--- config.mk ---
export PLATFORM = sky130hd
export DESIGN_NAME = reset_sequencer
export DESIGN_NICKNAME = d
export VERILOG_FILES = /design/src/rtl/reset_sequencer.sv
export SDC_FILE = /design/constraint.sdc
export NUM_CORES = 1
export LEC_CHECK = 0
export ABC_AREA = 1
export BUFFER_PORTS_ARGS = -buffer_cell sky130_fd_sc_hd__buf_2
export CORE_MARGIN = 2
export CORE_UTILIZATION = 56
export CTS_CLUSTER_DIAMETER = 40
export DETAILED_ROUTE_END_ITERATION = 8
export GPL_ROUTABILITY_DRIVEN = 0
export PLACE_DENSITY = 0.84
export SYNTH_ARGS = -nofsm -noshare
export SYNTH_HDL_FRONTEND = slang
export SYNTH_SLANG_ARGS = --single-unit
--- constraint.sdc ---
create_clock -name clk -period 1.52 [get_ports clk]
set_input_delay 0.304 -clock clk [delete_from_list [all_inputs] [get_ports clk]]
set_output_delay 0.304 -clock clk [all_outputs]
set_load 0.05 [all_outputs]
--- src/rtl/reset_sequencer.sv ---
// reset_sequencer
//   Reset distribution for the quadrature decoder datapath. The raw board
//   reset is synchronised (async assert, sync deassert, 2 flops), then
//   NUM_STAGES downstream reset domains are released in ascending order,
//   STAGE_DELAY clocks apart.
//
//   Optional feature, macro RESET_SEQUENCER_SOFT_RESET_EN: a host may
//   request a timed soft reset of all stages (SOFT_HOLD clocks) by a rising
//   edge on sw_rst_req while the sequencer is in RUN; sw_rst_ack pulses for
//   one cycle when the hold ends. Without the macro sw_rst_req is ignored
//   and sw_rst_ack is tied low.
//
// Ports
//   clk         in   system clock, rising edge
//   reset       in   raw reset, asynchronous, active-high
//   sw_rst_req  in   soft reset request (level, edge-detected internally)
//   sw_rst_ack  out  one-cycle pulse when the soft-reset hold completes
//   stage_rst   out  [NUM_STAGES] active-high reset per stage, bit 0 first
//   all_ready   out  every stage is out of reset
//   seq_busy    out  sequencer is in any state other than RUN
module reset_sequencer #(
  parameter int NUM_STAGES  = 3,
  parameter int STAGE_DELAY = 4,
  parameter int SOFT_HOLD   = 8
) (
  input  logic                  clk,
  input  logic                  reset,
  input  logic                  sw_rst_req,
  output logic                  sw_rst_ack,
  output logic [NUM_STAGES-1:0] stage_rst,
  output logic                  all_ready,
  output logic                  seq_busy
);

  localparam int MAX_DLY = (STAGE_DELAY > SOFT_HOLD) ? STAGE_DELAY : SOFT_HOLD;
  localparam int CNT_W   = $clog2(MAX_DLY + 1);
  localparam int IDX_W   = $clog2(NUM_STAGES) + 1;

`ifdef RESET_SEQUENCER_SOFT_RESET_EN
  typedef enum logic [1:0] {HOLD, RELEASE, RUN, SOFT} state_t;
`else
  typedef enum logic [1:0] {HOLD, RELEASE, RUN} state_t;
`endif

  state_t                state_q, state_d;
  logic [1:0]            sync_q, sync_d;
  logic [CNT_W-1:0]      cnt_q, cnt_d;
  logic [IDX_W-1:0]      idx_q, idx_d;
  logic [NUM_STAGES-1:0] stage_rst_q, stage_rst_d;
  logic                  all_ready_q, all_ready_d;
  logic                  ack_q, ack_d;
  logic                  req_q, req_d;

  always_ff @(posedge clk or posedge reset) begin
    if (reset) begin
      state_q     <= HOLD;
      sync_q      <= 2'b11;
      cnt_q       <= '0;
      idx_q       <= '0;
      stage_rst_q <= '1;
      all_ready_q <= 1'b0;
      ack_q       <= 1'b0;
      req_q       <= 1'b0;
    end else begin
      state_q     <= state_d;
      sync_q      <= sync_d;
      cnt_q       <= cnt_d;
      idx_q       <= idx_d;
      stage_rst_q <= stage_rst_d;
      all_ready_q <= all_ready_d;
      ack_q       <= ack_d;
      req_q       <= req_d;
    end
  end

`ifdef RESET_SEQUENCER_SOFT_RESET_EN
  assign req_d = sw_rst_req;
`else
  logic unused_req;
  assign unused_req = sw_rst_req;
  assign req_d      = 1'b0;
`endif

  always_comb begin
    state_d     = state_q;
    sync_d      = {sync_q[0], 1'b0};
    cnt_d       = cnt_q;
    idx_d       = idx_q;
    stage_rst_d = stage_rst_q;
    all_ready_d = all_ready_q;
    ack_d       = 1'b0;

    case (state_q)
      HOLD: begin
        stage_rst_d = '1;
        all_ready_d = 1'b0;
        if (!sync_q[1]) begin
          state_d = RELEASE;
          cnt_d   = '0;
          idx_d   = '0;
        end
      end

      RELEASE: begin
        if (cnt_q == CNT_W'(STAGE_DELAY - 1)) begin
          cnt_d = '0;
          idx_d = idx_q + IDX_W'(1);
          // Loop compare avoids indexing stage_rst with an over-wide index.
          for (int unsigned i = 0; i < NUM_STAGES; i++) begin
            if (idx_q == IDX_W'(i)) stage_rst_d[i] = 1'b0;
          end
          if (idx_q == IDX_W'(NUM_STAGES - 1)) begin
            state_d     = RUN;
            all_ready_d = 1'b1;
          end
        end else begin
          cnt_d = cnt_q + CNT_W'(1);
        end
      end

      RUN: begin
        stage_rst_d = '0;
        all_ready_d = 1'b1;
`ifdef RESET_SEQUENCER_SOFT_RESET_EN
        // req_q samples in every state, so a level held since RELEASE
        // presents no rising edge here.
        if (sw_rst_req && !req_q) begin
          state_d     = SOFT;
          cnt_d       = '0;
          stage_rst_d = '1;
          all_ready_d = 1'b0;
        end
`endif
      end

`ifdef RESET_SEQUENCER_SOFT_RESET_EN
      SOFT: begin
        stage_rst_d = '1;
        all_ready_d = 1'b0;
        if (cnt_q == CNT_W'(SOFT_HOLD - 1)) begin
          state_d = RELEASE;
          cnt_d   = '0;
          idx_d   = '0;
          ack_d   = 1'b1;
        end else begin
          cnt_d = cnt_q + CNT_W'(1);
        end
      end
`endif

      default: state_d = HOLD;
    endcase
  end

  assign stage_rst  = stage_rst_q;
  assign all_ready  = all_ready_q;
  assign seq_busy   = (state_q != RUN);
  assign sw_rst_ack = ack_q;

endmodule
== Yosys cells after proc, flatten, opt, wreduce, memory -nomap -nowiden ==
Index checks and enable logic that the tools add are counted.
Word-level totals
  output and inout port bits: 6
  bits of input ports: 3
  register bits after elaboration: 15
  logic and storage cells: 50
Cells by class
  mux-type cells: 18
  bitwise logic cells: 1
  $add $sub $neg: 2
  eq/ne operators: 11
  reduce and logical (&&, ||, !) cells: 10
Operators with widths (count)
  2-bit != test, second input constant: 6
  3-bit AND reduction: 4
  3-bit two-way mux: 3
  3-bit one-hot mux with 3 select lines: 1
  4-bit two-way mux: 2
  4-bit one-hot mux with 2 select lines: 1
  2-bit two-way mux: 3
  2-bit one-hot mux with 3 select lines: 1
  3-bit one-hot mux with 2 select lines: 1
  1-bit two-way mux: 5
  4-bit by 1-bit adder with 4-bit output, second input constant: 1
  4-bit by 2-bit equality test with 1-bit output, second input constant: 1
  4-bit AND reduction: 1
  3-bit by 1-bit adder with 3-bit output, second input constant: 1
  3-bit by 1-bit equality test with 1-bit output, second input constant: 1
  3-bit by 2-bit equality test with 1-bit output, second input constant: 1
  3-bit logical NOT: 1
  1-bit one-hot mux with 3 select lines: 1
  3-bit nonzero test: 1
  2-bit by 1-bit equality test with 1-bit output, second input constant: 1
  2-bit equality test, second input constant: 1
  2-bit logical NOT: 1
  2-bit AND reduction: 1
  2-bit nonzero test: 1
  1-bit NOT: 1

== Longest topological paths before layout ==
Gate-level depths: netlist of run 1.
  depth after elaboration: 4
  gate-level depth with buffers: 8
  mapped depth without buffers: 8

== Least setup slack after synthesis of run 1 ==
No wires, ideal clock.
  path type: register to register
  start point: reg state_q[0]
  end point: reg state_q[0]
  stages on the path, launching flop included: 9
  buffers on the path: 0
  clock period less this slack: 1430 ps
  arrival: 1314 ps
  slack: 90 ps
  required time: 1403 ps
  setup time: 117 ps
  cells stage by stage: dfrtp_1 inv_1 ha_1 inv_1 nand2_1 inv_1 nand3_2 nand2_1 nand2_1
On the way
  word-level cells in the longest chain between the ends: 3
  elaborated cells on any way between the ends: 9
  those cells by class: eq/ne: 5; mux: 1; bitwise: 1; reduce/logical: 2
RTL lines
  from (decl): RTL line 45  | state_t state_q, state_d;
  from (signal assigned): RTL line 65  | state_q <= state_d;
  2-bit by 1-bit equality test with 1-bit output, or another cell as far along: RTL line 93  | case (state_q)
  2-bit != test (no source line) / 1-bit NOT (equally long branches)
  4-bit AND reduction (no source line)
Parallel ways exist; a longest one is shown, timed or not.
A chain may end at the register's enable or synchronous reset.

== Worst setup path in the final report of run 1 ==
  start point: reg state_q[1]
  end point: out seq_busy
On the way
  word-level cells in the longest chain between the ends: 1
RTL lines
  2-bit != test: RTL line 157  | assign seq_busy = (state_q != RUN);
  to (decl): RTL line 32  | output logic seq_busy
Every way passes these cells.

==> impl_metrics.csv, run 1 <==
group,metric,value,unit
logic_synthesis,syn_area,891,um^2
setup_path,path_class,"flop to output pin",
grt,grt_pass1_vias,628,
power,p_sw,143,uW
clock_tree,path_clk_slew,90,ps
placed_design,dp_slack,84.2,ps
logic_synthesis,synth_top_family_by_area,"simple AND/OR/NAND/NOR gates",
setup_path,critPathArrivalTime,1140,ps
clock_tree,root_buffer,"clkbuf_4",
route,vias,679,
timing,fmax,0.693,GHz
logic_synthesis,synth_compound_gate_area_share,2.81,%
logic_synthesis,yosysUniqueCellTypes,20,
clock_tree,clock_latency,280,ps
timing,finalHoldWorstSlack,51.4,ps
clock_tree,h-tree-depth,1,
clock_tree,cts_tree,"yes",
route,top_layer_used,"met4",
setup_path,critPathMaxStageDelay,430,ps
logic_synthesis,syn_area_per_cell,8.40,um^2
logic_synthesis,muxShareOfSynthArea,0,%
finish,syn_to_final_growth,11.4,%
timing,setup_viol,0,
power,p_leak,0.554,nW
grt,antenna_found_initial,0,
hold_path,hp-class,"input port to asynchronous set/reset pin",
power,swShare,22.1,%
setup_path,crit_slowest_cell,"dfrtp_1",
die,die_h,43.9,um
setup_path,worstReg2RegStart,"state_q[0]$_DFFE_PP0P_",
timing,slew_violations,0,
placed_design,numPortBuffers,6,
route,wl_met3,45,um
route,met1_length,734,um
placed_design,dp_cells,127,
clock_tree,clock_path_buffers,2,
placed_design,hpwl,1140,um
die,start_util,59.1,%
clock_tree,cts.sinks,15,
logic_synthesis,yosys_warnings,0,
logic_synthesis,synth_top_flop_cell,"dfrtp_1",
route,wl,1520,um
timing,worst_slew_pin_slew,549,ps
timing,fin_setup_tns,0,ps
route,viasPerCell,5.14,
route,ant_nets,0,
setup_path,r2r_slack,150,ps
logic_synthesis,synthCells,106,
power,power_frac_seq,62.7,%
setup_path,cp.required,1220,ps
finish,antenna_cells,0,
grt,grt_pass1_wl,2700,um
finish,final_core_util,65.9,%
setup_path,crit_family,"flip-flops",
power,p_int,503,uW
timing,finalCritPeriodShare,95.0,%
grt,grt_usage,19.5,%
timing,rsz0062_at_grt,"no",
logic_synthesis,yosysMostFrequentCell,"nand2_1",
logic_synthesis,synth_adder_area_share,14.0,%
flow_run,drv_cap,0,
logic_synthesis,synth-simple-area-share,30.8,%
die,core,1510,um^2
route,wl_per_cell,11.5,um
timing,slew_headroom,63.3,%
logic_synthesis,synth_edf_count,0,
route,drtIter0Drc,18,
die,fp.dieW,43.9,um
setup_path,cp_max_fo,4,
setup_path,end_kind,"output pin",
setup_path,cp_num_buf_inv,2,
placed_design,place_area,928,um^2
setup_path,reg2reg_depth,7,
timing,period_minus_slack,1440,ps
die,fp.dieArea,1930,um^2
route,route.met2.wl,698,um
timing,worst_slack,76.2,ps
finish,drive_above_1_share,24.1,%
route,drc_errors,0,
logic_synthesis,ys_async_sr_fraction,100,%
finish,fin_area,992,um^2
grt,grt_max_degree,16,
run_status,status,"finished clean",
logic_synthesis,synth_seq_area_share,42.8,%
clock_tree,cts_made_buffers,3,
die,ios,9,
logic_synthesis,synth_top_area_cell,"dfrtp_1",
clock_tree,ctsHoldBuffers,0,
power,p_clk_share,35.1,%
power,power_density,651,nW/um^2
setup_path,timing.rr.end,"idx_q[1]$_DFFE_PP0P_",
power,total_power,646,uW
logic_synthesis,ys_ff_latch,15,
route,drt_pass1_iterations,4,
logic_synthesis,synthTopCellsByCount,"nand2_1, inv_1, dfrtp_1, ha_1, nand3_1",
logic_synthesis,synth_area_leaders,"dfrtp_1, dfstp_2, nand2_1",
finish,nets,130,
logic_synthesis,yosys.area.top_type_share,28.1,%
setup_path,cp-start-kind,"flop",
power,combPwrFrac,2.2,%
logic_synthesis,synth-xor-area-share,0.983,%
timing,hold_viol,0,
timing,clock_skew,3.97,ps
finish,final_cells,132,
power,peakVddDrop,0.000528,V
grt,grt_overflow,0,
die,rows,14,
setup_path,path_cells,"ha_1 -> inv_1 -> buf_6",
==> cells by family (layout without fill, tap and decap cells) <==
group,Yosys count,in the layout
fa+ha+maj,10,10
xor+xnor,1,1
flops,15,15
compound gates,5,5
simple gates,58,58
buf+inv,16,25
other cells,1,2
==> routing by layer <==
layer,GRT usage (%),up-vias
met3,2.50,5
li1,-,352
met4,10.9,0
met2,30.6,15
met1,25.9,307
met5,0,-
==> worst max path at each step <==
| stage | from | to | slack [ps] | depth (start not counted) |
|---|---|---|---|---|
| floorplan | state_q[0]$_DFFE_PP0P_ | state_q[0]$_DFFE_PP0P_ | 90 | 8 |
| global placement | state_q[0]$_DFFE_PP0P_ | idx_q[0]$_DFFE_PP0P_ | 110 | 8 |
| detailed placement | state_q[0]$_DFFE_PP0P_ | idx_q[1]$_DFFE_PP0P_ | 80 | 8 |
| CTS | state_q[0]$_DFFE_PP0P_ | seq_busy | 20 | 4 |
| global route | state_q[0]$_DFFE_PP0P_ | seq_busy | 2 | 4 |
| finish | state_q[1]$_DFFE_PP0P_ | seq_busy | 80 | 3 |
==> worst register-to-register path: stages, from the launching register on <==
cell and delay (ps):
dfrtp_1 400, buf_4 150, ha_1 210, buf_6 160
nand2_8 110, nand2_2 100, nand2_1 70, o21ai_1 60
==> flip-flops by register name, indices dropped and copies added, names as in the netlist <==
register and cells:
sync_q 2, state_q 2, idx_q 3, cnt_q 4
stage_rst 3, all_ready 1
==> cells in the final DEF, fill, tap and decap left out <==
master / count
a21oi_1: 1
buf_2: 5
buf_4: 1
buf_6: 2
clkbuf_4: 3
clkinv_2: 1
conb_1: 2
dfrtp_1: 10
dfstp_2: 5
ha_1: 10
inv_1: 12
inv_2: 1
nand2_1: 32
nand2_2: 4
nand2_8: 1
nand3_1: 8
nand3_2: 1
nand4_1: 7
nor2_1: 1
nor2_2: 1
nor2_4: 1
o21ai_1: 4
or2_2: 2
xor2_1: 1
==> power by group through the flow <==
| stage | Clock (mW) | Sequential (mW) | Combinational (mW) |
|---|---|---|---|
| after floorplan | 0 | 0.412 | 0.0136 |
| after global placement | 0 | 0.412 | 0.0148 |
| after detailed placement | 0 | 0.412 | 0.0151 |
| after CTS | 0.234 | 0.405 | 0.0150 |
| after global routing | 0.247 | 0.405 | 0.0170 |
| final | 0.227 | 0.405 | 0.0143 |
==> area by class of cell <==
type                    count  area (um^2)
fillers                   120          514
multi-input cells          76          459
flip-flops and latches     15          382
repair buffers              8         55.1
inverters                  13         48.8
clock buffers               3         22.5
well taps                  16         20.0
clock inverters             1         5.00
==> repair_timing <==
action / 4_1_cts / 5_1_grt
gates resized for setup: 1 / 7
setup endpoints to repair: 1 / 12
pin swaps: 0 / 0
buffers inserted: 1 / 0
Note: power is estimated with default switching activity, not from simulation.
==> run 2, diff against run 1 <==
--- a/config.mk
+++ b/config.mk
@@ -5,14 +5,15 @@
 export SDC_FILE = /design/constraint.sdc
 export NUM_CORES = 1
 export LEC_CHECK = 0
-export ABC_AREA = 1
+export ABC_AREA = 0
 export BUFFER_PORTS_ARGS = -buffer_cell sky130_fd_sc_hd__buf_2
 export CORE_MARGIN = 2
-export CORE_UTILIZATION = 56
+export CORE_UTILIZATION = 55
 export CTS_CLUSTER_DIAMETER = 40
 export DETAILED_ROUTE_END_ITERATION = 8
 export GPL_ROUTABILITY_DRIVEN = 0
-export PLACE_DENSITY = 0.84
+export PLACE_DENSITY = 0.83
+export REMOVE_ABC_BUFFERS = 1
 export SYNTH_ARGS = -nofsm -noshare
 export SYNTH_HDL_FRONTEND = slang
 export SYNTH_SLANG_ARGS = --single-unit
==> impl_metrics.csv, run 2 <==
group,metric,value,unit
run_status,status,"finished with violations",
run_status,violations,"setup timing",
power,p_leak,0.518,nW
finish,largest_register_ffs,4,
die,fp.dieW,43.3,um
finish,drive_above_1_share,47.7,%
timing,slew_violations,0,
timing,rsz0062_at_grt,"yes",
clock_tree,cts_tree,"yes",
grt,grt_pass1_vias,683,
die,rows,14,
route,viasPerCell,5.64,
route,drt_pass1_iterations,4,
die,die_h,43.3,um
route,wl,2030,um
logic_synthesis,ys_ff_latch,15,
logic_synthesis,synth_seq_area_share,44.9,%
setup_path,path_class,"flop to flop",
setup_path,path_cells,"ha_2 -> or3b_4 -> a21oi_4 -> nand2_2 -> mux2_4",
timing,worst_slack,-148,ps
clock_tree,path_clk_slew,100,ps
logic_synthesis,syn_area_per_cell,10.3,um^2
timing,worst_slew_pin_slew,569,ps
setup_path,cp_max_fo,3,
finish,antenna_cells,0,
logic_synthesis,yosys.area.top_type_share,29.4,%
grt,grt_overflow,0,
setup_path,critPathMaxStageDelay,410,ps
clock_tree,root_buffer,"clkbuf_4",
logic_synthesis,synth_top_flop_cell,"dfrtp_1",
finish,syn_to_final_growth,31.5,%
finish,layout_common_cells,"buf_4, inv_1, dfrtp_1, ha_1",
clock_tree,h-tree-depth,1,
flow_run,drv_cap,0,
setup_path,crit_slowest_cell,"or3b_4",
logic_synthesis,ys_async_sr_fraction,100,%
timing,finalCritPeriodShare,110,%
hold_path,hp-class,"input port to asynchronous set/reset pin",
clock_tree,clock_latency,290,ps
die,ios,9,
clock_tree,ctsHoldBuffers,0,
route,drtIter0Drc,15,
grt,grt_max_degree,16,
placed_design,hpwl,1320,um
power,power_density,599,nW/um^2
die,start_util,57.8,%
setup_path,end_kind,"flop",
setup_path,critPathArrivalTime,1850,ps
logic_synthesis,syn_area,851,um^2
die,fp.dieArea,1880,um^2
clock_tree,clock_path_buffers,2,
route,wl_per_cell,16.5,um
finish,nets,121,
logic_synthesis,yosysUniqueCellTypes,29,
logic_synthesis,synth_edf_count,0,
route,vias,694,
setup_path,cp-start-kind,"flop",
logic_synthesis,synth_area_leaders,"dfrtp_1, dfstp_2, ha_1",
grt,grt_pass1_wl,3110,um
finish,final_common_cell,"buf_4",
placed_design,dp_slack,-131,ps
logic_synthesis,yosys_warnings,0,
logic_synthesis,yosysMostFrequentCell,"inv_1",
finish,largest-register,"cnt_q",
timing,hold_viol,0,
setup_path,cp.required,1700,ps
logic_synthesis,synth_top_area_cell,"dfrtp_1",
grt,grt_usage,23.5,%
route,ant_nets,0,
clock_tree,cts.sinks,15,
die,core,1470,um^2
power,peakVddDrop,0.000504,V
grt,antenna_found_initial,0,
logic_synthesis,synthCells,83,
timing,slew_headroom,62.0,%
logic_synthesis,synthTopCellsByCount,"inv_1, dfrtp_1, ha_1, o21ai_0",
placed_design,numPortBuffers,6,
timing,setup_viol,8,
timing,fmax,0.599,GHz
timing,clock_skew,4.15,ps
timing,period_minus_slack,1670,ps
power,total_power,670,uW
clock_tree,cts_made_buffers,3,
route,drc_errors,0,
run 2: cell types whose count changed after synthesis, sizes merged, moves of 3 or more:
cell	delta
nand2	-32
nand4	-7
a31oi	+3
a21oi	+5
o21ai	+5
nand3	-5
run 2: layer usage:
| metal | track usage, % | vias to the layer above | part of all wire, % |
|---|---|---|---|
| met5 | 0 | - | 0 |
| met1 | 27.2 | 337 | 38 |
| met4 | 13.9 | 0 | 3.9 |
| met2 | 38.8 | 20 | 55 |
| met3 | 6.25 | 8 | 2.7 |
| li1 | - | 329 | - |
run 2: final cells by class:
class                      count  area (um^2)
clock buffer                   3         22.5
fill                         102          353
sequential                    15          383
timing repair buffer          21          149
tap                           16         20.0
multi-input combinational     55          489
inverter                      12         47.5
clock inverter                 1         7.51
run 2: stage by stage:
stage / instances / area (um^2) / setup TNS, ps / utilization [%] / hold WS [ps]
finish: 123 / 1120 / -521 / 76.0 / 45.9
global route: 123 / 1120 / -1020 / 76.0 / 83.5
CTS: 120 / 1030 / -464 / 70.1 / 57.0
detailed placement: 115 / 976 / -662 / 66.3 / 356
global placement: 115 / 976 / -83.6 / 66.3 / 347
floorplan: 82 / 843 / -256 / - / 202
run 2: logic make-up (layout without fill, tap and decap cells):
logic type / Yosys count / after routing / synth area share, %
AO/OA/AOI/OAI: 22 / 22 / 16.6
AND/OR/NAND/NOR: 16 / 16 / 10.3
flip-flops: 15 / 15 / 44.9
buffers and inverters: 14 / 37 / 6.62
adder cells (fa/ha/maj): 10 / 10 / 14.7
multiplexers: 4 / 4 / 5.44
other: 1 / 2 / 0.441
XOR/XNOR: 1 / 1 / 1.03
run 2: path summary, 6_finish.rpt:
kind	start	slack (ps)	cells past startpoint	end
hold reg to reg	sync_q[0]$_DFF_PP1_	370	0	sync_q[1]$_DFF_PP1_
setup / recovery	cnt_q[0]$_DFFE_PP0P_	-150	5	all_ready$_DFFE_PP0P_
max in group asynchronous	reset	1070	2	state_q[0]$_DFFE_PP0P_
setup reg to reg	cnt_q[0]$_DFFE_PP0P_	-150	5	all_ready$_DFFE_PP0P_
min in group clk	sync_q[0]$_DFF_PP1_	370	0	sync_q[1]$_DFF_PP1_
hold / removal	reset	50	2	cnt_q[1]$_DFFE_PP0P_
run 2: what timing repair did:
action | CTS | global route
pin swaps | 2 | 3
endpoints found under the setup margin | 12 | 12
gates resized for setup | 9 | 16
buffers inserted | 1 | 3
run 2: where the power goes:
part           leakage [nW]  switching [mW]  internal [mW]
Clock                0.0139           0.147          0.100
Combinational         0.335          0.0141        0.00153
Sequential            0.169         0.00262          0.404
Total                 0.518           0.164          0.506
run 2: worst max-delay path, delay by kind of cell, from the launching register on:
kind | cells | cell delay [ps]
multiplexers | 1 | 320
flip-flops | 1 | 370
adder cells (fa/ha/maj) | 1 | 180
AO/OA/AOI/OAI | 1 | 180
AND/OR/NAND/NOR | 2 | 500
